**src/rtl/alu_pkg.sv**
```systemverilog
// ALU function encodings shared by the decoder and the multiply/divide sequencer,
// plus the MULTU/DIVU selector type.
package alu_pkg;

  localparam logic [4:0] ALU_ADDU = 5'b00000;
  localparam logic [4:0] ALU_AND  = 5'b00001;
  localparam logic [4:0] ALU_OR   = 5'b00010;
  localparam logic [4:0] ALU_SUBU = 5'b00011;
  localparam logic [4:0] ALU_SLT  = 5'b00100;
  localparam logic [4:0] ALU_SLTU = 5'b00101;
  localparam logic [4:0] ALU_SLL  = 5'b00110;
  localparam logic [4:0] ALU_SLLV = 5'b00111;
  localparam logic [4:0] ALU_SRL  = 5'b01000;
  localparam logic [4:0] ALU_SRLV = 5'b01001;
  localparam logic [4:0] ALU_SRA  = 5'b01010;
  localparam logic [4:0] ALU_SRAV = 5'b01011;

  typedef enum logic {
    MULTU = 1'b0,
    DIVU  = 1'b1
  } muldiv_op_t;

endpackage

```
**src/rtl/muldiv_seq.sv**
```systemverilog
// MULTU/DIVU sequencer borrowing the core ALU: shift-add multiply and restoring
// divide, one bit per two cycles, fixed 64-cycle latency; owns HI/LO.
module muldiv_seq
  import alu_pkg::*;
(
  input  logic        clk,
  input  logic        reset,
  input  logic        start,
  input  logic        op,
  input  logic [31:0] a,
  input  logic [31:0] b,
  output logic        busy,
  output logic        done,
  output logic [31:0] hi,
  output logic [31:0] lo,
  output logic [4:0]  alu_funct,
  output logic [31:0] alu_a,
  output logic [31:0] alu_b,
  output logic [4:0]  alu_shift,
  input  logic [31:0] alu_result,
  input  logic        alu_zero
);

  localparam logic [2:0] S_IDLE      = 3'd0;
  localparam logic [2:0] S_MUL_ADD   = 3'd1;
  localparam logic [2:0] S_MUL_CARRY = 3'd2;
  localparam logic [2:0] S_DIV_CMP   = 3'd3;
  localparam logic [2:0] S_DIV_SUB   = 3'd4;
  localparam logic [2:0] S_DONE      = 3'd5;

  logic [2:0]  state_q, state_d;
  logic [4:0]  cnt_q, cnt_d;
  logic [31:0] whi_q, whi_d;
  logic [31:0] wlo_q, wlo_d;
  logic [31:0] opnd_q, opnd_d;
  logic [31:0] sum_r_q, sum_r_d;
  logic        lt_r_q, lt_r_d;
  logic        ovf_r_q, ovf_r_d;
  logic [31:0] hi_q, hi_d;
  logic [31:0] lo_q, lo_d;

  logic [31:0] addend;
  logic [31:0] rem_shift;
  logic        unused_alu_zero;

  assign addend          = wlo_q[0] ? opnd_q : 32'd0;
  assign rem_shift       = {whi_q[30:0], wlo_q[31]};
  assign unused_alu_zero = alu_zero;

  // ALU drive depends only on registered state, so the external ALU path never loops.
  always_comb begin
    alu_funct = ALU_ADDU;
    alu_a     = 32'd0;
    alu_b     = 32'd0;
    case (state_q)
      S_MUL_ADD:   begin alu_funct = ALU_ADDU; alu_a = whi_q;     alu_b = addend; end
      S_MUL_CARRY: begin alu_funct = ALU_SLTU; alu_a = sum_r_q;   alu_b = addend; end
      S_DIV_CMP:   begin alu_funct = ALU_SLTU; alu_a = rem_shift; alu_b = opnd_q; end
      S_DIV_SUB:   begin alu_funct = ALU_SUBU; alu_a = whi_q;     alu_b = opnd_q; end
      default:     ;
    endcase
  end

  always_comb begin
    state_d = state_q;
    cnt_d   = cnt_q;
    whi_d   = whi_q;
    wlo_d   = wlo_q;
    opnd_d  = opnd_q;
    sum_r_d = sum_r_q;
    lt_r_d  = lt_r_q;
    ovf_r_d = ovf_r_q;
    hi_d    = hi_q;
    lo_d    = lo_q;
    case (state_q)
      S_IDLE, S_DONE: begin
        if (start) begin
          cnt_d = 5'd0;
          whi_d = 32'd0;
          if (muldiv_op_t'(op) == DIVU) begin
            wlo_d   = a;
            opnd_d  = b;
            state_d = S_DIV_CMP;
          end else begin
            wlo_d   = b;
            opnd_d  = a;
            state_d = S_MUL_ADD;
          end
        end else begin
          state_d = S_IDLE;
        end
      end
      S_MUL_ADD: begin
        sum_r_d = alu_result;
        state_d = S_MUL_CARRY;
      end
      S_MUL_CARRY: begin
        // SLTU(sum, addend) recovers the carry-out of the previous add.
        whi_d   = {alu_result[0], sum_r_q[31:1]};
        wlo_d   = {sum_r_q[0], wlo_q[31:1]};
        cnt_d   = cnt_q + 5'd1;
        state_d = (cnt_q == 5'd31) ? S_DONE : S_MUL_ADD;
      end
      S_DIV_CMP: begin
        lt_r_d  = alu_result[0];
        ovf_r_d = whi_q[31];
        whi_d   = rem_shift;
        wlo_d   = {wlo_q[30:0], 1'b0};
        state_d = S_DIV_SUB;
      end
      S_DIV_SUB: begin
        // A bit shifted out of whi means the true remainder exceeds any divisor.
        if (ovf_r_q || !lt_r_q) begin
          whi_d    = alu_result;
          wlo_d[0] = 1'b1;
        end
        cnt_d   = cnt_q + 5'd1;
        state_d = (cnt_q == 5'd31) ? S_DONE : S_DIV_CMP;
      end
      default: state_d = S_IDLE;
    endcase
    if (state_d == S_DONE) begin
      hi_d = whi_d;
      lo_d = wlo_d;
    end
  end

  always_ff @(posedge clk) begin
    if (reset) begin
      state_q <= S_IDLE;
      cnt_q   <= 5'd0;
      whi_q   <= 32'd0;
      wlo_q   <= 32'd0;
      opnd_q  <= 32'd0;
      sum_r_q <= 32'd0;
      lt_r_q  <= 1'b0;
      ovf_r_q <= 1'b0;
      hi_q    <= 32'd0;
      lo_q    <= 32'd0;
    end else begin
      state_q <= state_d;
      cnt_q   <= cnt_d;
      whi_q   <= whi_d;
      wlo_q   <= wlo_d;
      opnd_q  <= opnd_d;
      sum_r_q <= sum_r_d;
      lt_r_q  <= lt_r_d;
      ovf_r_q <= ovf_r_d;
      hi_q    <= hi_d;
      lo_q    <= lo_d;
    end
  end

  assign busy      = (state_q != S_IDLE) && (state_q != S_DONE);
  assign done      = (state_q == S_DONE);
  assign hi        = hi_q;
  assign lo        = lo_q;
  assign alu_shift = 5'd0;

endmodule

```
**config.mk**
```make
export PLATFORM = sky130hd
export DESIGN_NAME = muldiv_seq
export DESIGN_NICKNAME = d
export VERILOG_FILES = /design/src/rtl/alu_pkg.sv /design/src/rtl/muldiv_seq.sv
export SDC_FILE = /design/constraint.sdc
export NUM_CORES = 1
export LEC_CHECK = 0
export CAP_MARGIN = 15
export CORE_MARGIN = 2
export CORE_UTILIZATION = 30
export DETAILED_ROUTE_END_ITERATION = 10
export SLEW_MARGIN = 20
export SYNTH_ARGS = -nofsm -noshare
export SYNTH_HDL_FRONTEND = slang
export SYNTH_SLANG_ARGS = --single-unit
```
**constraint.sdc**
```tcl
create_clock -name clk -period 2.9 [get_ports clk]
set_input_delay 0.725 -clock clk [delete_from_list [all_inputs] [get_ports clk]]
set_output_delay 0.725 -clock clk [all_outputs]
set_load 0.05 [all_outputs]
```
==> out/summary.txt, run 1 <==
root buf cell: clkbuf_16
switching power total: 2.06 mW
starting density of the core: 30.3%
CP max FO: 32
CTS Sinks: 202
Post-DP Area: 13900 um2
row count: 68
part of the cycle the worst path needs: 96.6%
total of max-cap violations: 0
synth warn: 0
Crit Path Class: register to primary output
min Tclk post-route: 2.80 ns
GPL Wtd Cong: 0.797
Sequential Power Share: 39.6%
post-synthesis compound-gate area fraction: 23.3%
core area: 34500 um2
crit end category: primary output
CP max stage cell: dfxtp_4
full die area: 36300 um2
slowest cell delay on critical path: 0.42 ns
register area share after synthesis: 38.7%
Slew Limit Fails: 0
Int Pwr: 5.53 mW
Longest Clk Path Bufs: 3
initial antenna violation count: 2
nets@finish: 1558
DR pass1 iterations: 5
WP buf/inv: 2
Arr. time, crit path: 2.08 ns
Post-Synth XOR/XNOR Area: 0.252%
via count of the routed design: 10000
final hold viol count: 0
synthesized area: 10400 um2
total track usage: 19.1%
H-tree Lvls: 1
vias per cell: 5.20
mux share of post-synthesis cell area: 16.0%
Power Density: 510 nW/um2
worst skew pair latency: 0.52 ns
outcome: finished clean
Combinational Power Share: 16.9%
Clock power frac: 43.5%
CTS tree: yes
Die X: 191 um
# port buffers: 232
leakage power: 5.18 nW
cts hold-fix bufs: 0
Num CTS Buffers: 24
commonest non-fill, non-tap cell in the layout: dfxtp_1
largest net degree at the start of global routing: 80
post-synth cell types: 41
Power Total: 7.59 mW
HP Class: register to register
post-synthesis simple-gate area fraction: 15.4%
HPWL after DPL: 24300 um
crit start category: register
Worst-path clk slew: 0.06 ns
die span in y: 191 um
area delta synth->final: 42.5%
Async SR Flop Fraction: 0%
post-synthesis adder-cell area fraction: 0.335%
CP required: 2.17 ns
Mapped Cells: 1269
filler instances: 3385
Routed Antenna Nets: 0
largest family of logic cells by synthesized area: compound AO/OA/AOI/OAI gates
layout cells sized above 1: 16.0%
Post-synth EDFFs: 0
#FFs+latches synth: 202
Clock Skew: 0.00614 ns
vias in the first global route: 9695
setup violation total in the final timing report: 0
sw frac: 27.1%
Fmax achieved: 357 MHz
final core occ: 43.2%
Syn Area/Cell: 8.23 um2
global route total overflow: 0
I/O pin count: 241
Post-Route WL: 35700 um
CP top delay family: buffers and inverters
Finished Cell Area: 14900 um2
Max VDD drop: 0.430 mV
top_reg_cell synth: dfxtp_1
most frequent cells in the layout: dfxtp_1, nor2_1, clkdlybuf4s50_1
DR iter-0 viols: 630
worst rel slew slack: 43.5%
critical path cell sequence: maj3_1 > a21oi_2 > buf_6 > nor2b_1 > buf_12
DRC: 0
first-pass GRT wire length: 55600 um
Avg WL per Cell: 18.5 um
Worst Tran Pin Value: 0.844 ns
-- per-stage QoR --
stage               worst slack [ns]  setup TNS (ns)  cells  hold slack (ns)
CTS                           0.0211               0   1927            0.473
finish                        0.0976               0   1929            0.469
floorplan                     0.0272               0   1275            0.446
detailed placement             0.294               0   1881            0.464
global placement               0.321               0   1881            0.454
global route                 -0.0227         -0.0817   1927            0.495
-- registers in the layout, indices dropped and copies added (netlist names) --
register	flops
lo	32
state_q	3
hi	32
wlo_q	32
lt_r_q	1
sum_r_q	32
opnd_q	32
cnt_q	5
whi_q	32
ovf_r_q	1
-- cells by family (layout without fill, tap and decap cells) --
kind of cell	Yosys count	in the layout
compound gates	382	382
fa+ha+maj	3	3
mux	161	161
xor+xnor	3	3
buf+inv	131	328
other cells	1	9
simple gates	386	386
flops	202	202
-- synthesized netlist by cell type (2+ instances only) --
library cell | instances | area (um2)
dfxtp_1 | 202 | 4040
nor2_1 | 186 | 698
a21oi_1 | 144 | 721
nand2_1 | 135 | 507
mux2i_1 | 111 | 1110
a211oi_1 | 97 | 728
clkbuf_1 | 54 | 203
buf_2 | 52 | 260
a31oi_1 | 51 | 319
mux2_2 | 50 | 563
nor2b_1 | 34 | 213
o21ai_0 | 34 | 170
a32o_1 | 18 | 180
nand3_1 | 17 | 85.1
buf_4 | 15 | 113
a2111oi_0 | 14 | 123
o21bai_1 | 14 | 105
buf_1 | 4 | 15.0
inv_1 | 4 | 15.0
and3_1 | 3 | 18.8
nand2b_1 | 3 | 18.8
nor3_1 | 3 | 15.0
a21oi_2 | 2 | 17.5
a22oi_1 | 2 | 15.0
and2_1 | 2 | 12.5
ha_1 | 2 | 25.0
xnor2_1 | 2 | 17.5
-- path summary, 6_finish.rpt --
check                          startpoint                 endpoint  slack, ns  cells past startpoint
setup / recovery    state_q[0]$_SDFF_PP0_                 alu_b[8]        0.1                      5
setup reg to reg    cnt_q[0]$_SDFFE_PP0P_      hi[14]$_SDFFE_PP0N_       0.38                      7
hold reg to reg   sum_r_q[9]$_SDFFE_PP0P_  sum_r_q[9]$_SDFFE_PP0P_       0.47                      2
hold / removal    sum_r_q[9]$_SDFFE_PP0P_  sum_r_q[9]$_SDFFE_PP0P_       0.47                      2
-- cell type report --
| type | instances | area (um2) | share of cell area, % |
|---|---|---|---|
| multi-input combinational | 942 | 5860 | 39.4 |
| sequential | 202 | 4050 | 27.2 |
| timing repair buffer | 280 | 3520 | 23.6 |
| clock buffer | 32 | 712 | 4.78 |
| tap | 455 | 569 | 3.82 |
| clock inverter | 11 | 155 | 1.04 |
| inverter | 5 | 21.3 | 0.143 |
| antenna | 2 | 5.00 | 0.0336 |
-- layer usage --
metal / global-route usage (%) / wire [um]
met1: 25.3 / 15700
met2: 31.5 / 16300
met3: 4.93 / 2980
met4: 3.91 / 626
met5: 0 / 16
-- timing repair --
action | 4_1_cts | 5_1_grt
gates cloned | 1 | 0
setup buffers | 2 | 0
resized for setup | 3 | 12
endpoints found under the setup margin | 63 | 39
endpoints found under the hold margin | 0 | 0
pin swaps | 0 | 0
-- worst reg2reg max path, cell delays in order (launching register included) --
cell	delay, ns
dfxtp_1	0.37
ha_1	0.20
and3_1	0.17
ha_1	0.17
nor2b_1	0.24
nand2_1	0.48
a2111oi_0	0.66
a211oi_1	0.10
-- power groups by stage --
stage	clock network [mW]	logic (mW)	registers, mW
after floorplan	0	0.793	3.02
after global placement	0	1.25	3.07
after detailed placement	0	1.26	3.07
after CTS	3.37	1.28	3.01
after global routing	3.47	1.39	3.02
final	3.30	1.29	3.01
Power figures use the tool's default switching activity.
==> inputs of run 2 (changes only) <==
Settings changed: PLACE_DENSITY set to 0.52.
==> out/summary.txt, run 2 (synthesis results as in run 1) <==
leakage power: 5.11 nW (-1.4%)
vias per cell: 5.13 (-1.2%)
most frequent cells in the layout: dfxtp_1, nor2_1, clkdlybuf4s50_1
slowest cell delay on critical path: 0.42 ns (about the same)
HP Class: register to register
Die X: 191 um (unchanged)
CTS Sinks: 202 (unchanged)
outcome: finished clean
Num CTS Buffers: 24 (unchanged)
CP max FO: 17 (-47%)
Fmax achieved: 358 MHz (+0.33%)
Crit Path Class: register to primary output
Routed Antenna Nets: 0 (unchanged)
total of max-cap violations: 0 (unchanged)
full die area: 36300 um2 (unchanged)
GPL Wtd Cong: 0.831 (+4.2%)
# port buffers: 232 (unchanged)
worst r2r dst: hi[10]$_SDFFE_PP0N_
I/O pin count: 241 (unchanged)
worst rel slew slack: 49.9% (+6.4 points)
RR Startpoint: state_q[1]$_SDFF_PP0_
DRC: 0 (unchanged)
core area: 34500 um2 (unchanged)
CP max stage cell: dfxtp_4
final hold viol count: 0 (unchanged)
crit start category: register
Slew Limit Fails: 0 (unchanged)
Combinational Power Share: 17.8% (+0.9 points)
CP required: 2.17 ns (about the same)
root buf cell: clkbuf_16
total track usage: 19.1% (-0.063 points)
Power Density: 484 nW/um2 (-5.0%)
first-pass GRT wire length: 55400 um (-0.27%)
Multi-input gate area: 5850 um2 (-0.19%)
DR pass1 iterations: 5 (unchanged)
HPWL after DPL: 24700 um (+1.7%)
Sequential Power Share: 42.0% (+2.4 points)
Clock power frac: 40.2% (-3.3 points)
Clock Skew: 0.0130 ns (+0.00688 ns)
filler instances: 3459 (+2.2%)
Worst-path clk slew: 0.06 ns (about the same)
die span in y: 191 um (unchanged)
H-tree Lvls: 1 (unchanged)
worst skew pair latency: 0.53 ns (about the same)
crit path to: alu_a[5]
DR iter-0 viols: 470 (-25%)
R2R setup slack: 0.57 ns (+0.19 ns)
via count of the routed design: 9895 (-1.3%)
layout cells sized above 1: 15.2% (-0.80 points)
Worst Tran Pin Value: 0.748 ns (-0.0954 ns)
worst reg2reg path depth: 6 (-1)
register area: 4050 um2 (about the same)
nets@finish: 1559 (+0.064%)
crit end category: primary output
Avg WL per Cell: 18.5 um (about the same)
Critical Path Source: state_q[1]$_SDFF_PP0_
final setup TNS: 0 ns (unchanged)
critical path cell sequence: inv_1 > nor2_2 > buf_4 > a21oi_1 > o21ai_1 > buf_12
cts hold-fix bufs: 0 (unchanged)
Max VDD drop: 0.345 mV (-20%)
CTS tree: yes
Post-Route WL: 35600 um (about the same)
Fin Hold WS: 0.470 ns (+0.000673 ns)
global route total overflow: 0 (unchanged)
min Tclk post-route: 2.79 ns (-0.00924 ns)
largest net degree at the start of global routing: 65 (-19%)
starting density of the core: 30.3% (unchanged)
part of the cycle the worst path needs: 96.3% (-0.32 points)
Int Pwr: 5.14 mW (-7.1%)
sw frac: 28.3% (+1.1 points)
setup violation total in the final timing report: 0 (unchanged)
row count: 68 (unchanged)
switching power total: 2.02 mW (-1.7%)
Arr. time, crit path: 2.07 ns (about the same)
vias in the first global route: 9553 (-1.5%)
commonest non-fill, non-tap cell in the layout: dfxtp_1
area delta synth->final: 41.6%
initial antenna violation count: 3 (+1)
RSZ-0062 raised after global routing: false
Longest Clk Path Bufs: 3 (unchanged)
run 2: changes by cell type in the layout (fill, tap and decap cells not counted), moves of 2 or more:
| cell | delta |
|---|---|
| buf_12 | +3 |
| buf_4 | -5 |
| buf_6 | +3 |
| bufinv_16 | -4 |
| clkbuf_1 | +7 |
| clkbuf_8 | -2 |
| clkinv_2 | -4 |
| o21ai_1 | +5 |
| o21ai_2 | -5 |
run 2: final cells by class:
type / count / area share (%)
flip-flops and latches: 202 / 27.4
diodes: 1 / 0.0169
multi-input cells: 942 / 39.6
inverters: 5 / 0.127
clock inverters: 4 / 0.212
repair buffers: 281 / 24.0
well taps: 455 / 3.85
clock buffers: 37 / 4.81
run 2: worst max-delay path: cells and delay by family (launching register included):
kind                   cells  cell delay [ns]
buffers and inverters      3             0.57
AO/OA/AOI/OAI              2             0.43
AND/OR/NAND/NOR            1             0.12
flip-flops                 1             0.42
run 2: stage by stage:
step	cell area (um2)	utilization (%)	instances	power (mW)	worst slack [ns]
6_report	14800	42.9	1927	7.16	0.107
5_1_grt	14800	42.9	1926	7.47	0.00330
4_1_cts	14700	42.8	1923	7.24	0.000739
3_5_place_dp	13900	40.5	1881	4.33	0.326
3_3_place_gp	13900	40.5	1881	4.32	0.320
2_1_floorplan	10500	-	1275	3.82	0.0272
run 2: how the worst min path moves through the flow:
| stage | startpoint | end | slack (ns) | depth (start not counted) |
|---|---|---|---|---|
| floorplan | sum_r_q[31]$_SDFFE_PP0P_ | sum_r_q[31]$_SDFFE_PP0P_ | 0.45 | 2 |
| global placement | sum_r_q[30]$_SDFFE_PP0P_ | sum_r_q[30]$_SDFFE_PP0P_ | 0.46 | 2 |
| detailed placement | sum_r_q[31]$_SDFFE_PP0P_ | sum_r_q[31]$_SDFFE_PP0P_ | 0.46 | 2 |
| CTS | sum_r_q[31]$_SDFFE_PP0P_ | sum_r_q[31]$_SDFFE_PP0P_ | 0.47 | 2 |
| global route | sum_r_q[31]$_SDFFE_PP0P_ | sum_r_q[31]$_SDFFE_PP0P_ | 0.49 | 2 |
| finish | sum_r_q[31]$_SDFFE_PP0P_ | sum_r_q[31]$_SDFFE_PP0P_ | 0.47 | 2 |
run 2: timing repair:
item                       4_1_cts  5_1_grt
gates cloned                     0        1
setup buffers                    1        2
setup endpoints to repair       47       25
gates resized for setup         10        2
pin swaps                        0        1
run 2: metal layers:
| layer | up-vias | global-route usage [%] | part of all wire (%) |
|---|---|---|---|
| li1 | 4902 | - | - |
| met4 | 4 | 4.29 | 2.1 |
| met1 | 4640 | 26.2 | 46 |
| met5 | - | 0 | 0.067 |
| met3 | 47 | 4.78 | 6.9 |
| met2 | 302 | 30.1 | 44 |
run 2: power by group through the flow:
| stage | Combinational [mW] | Clock, mW | Sequential, mW |
|---|---|---|---|
| 3_5_place_dp | 1.26 | 0 | 3.07 |
| 3_3_place_gp | 1.25 | 0 | 3.07 |
| 6_report | 1.28 | 2.88 | 3.01 |
| 2_1_floorplan | 0.793 | 0 | 3.02 |
| 5_1_grt | 1.38 | 3.06 | 3.02 |
| 4_1_cts | 1.28 | 2.96 | 3.00 |
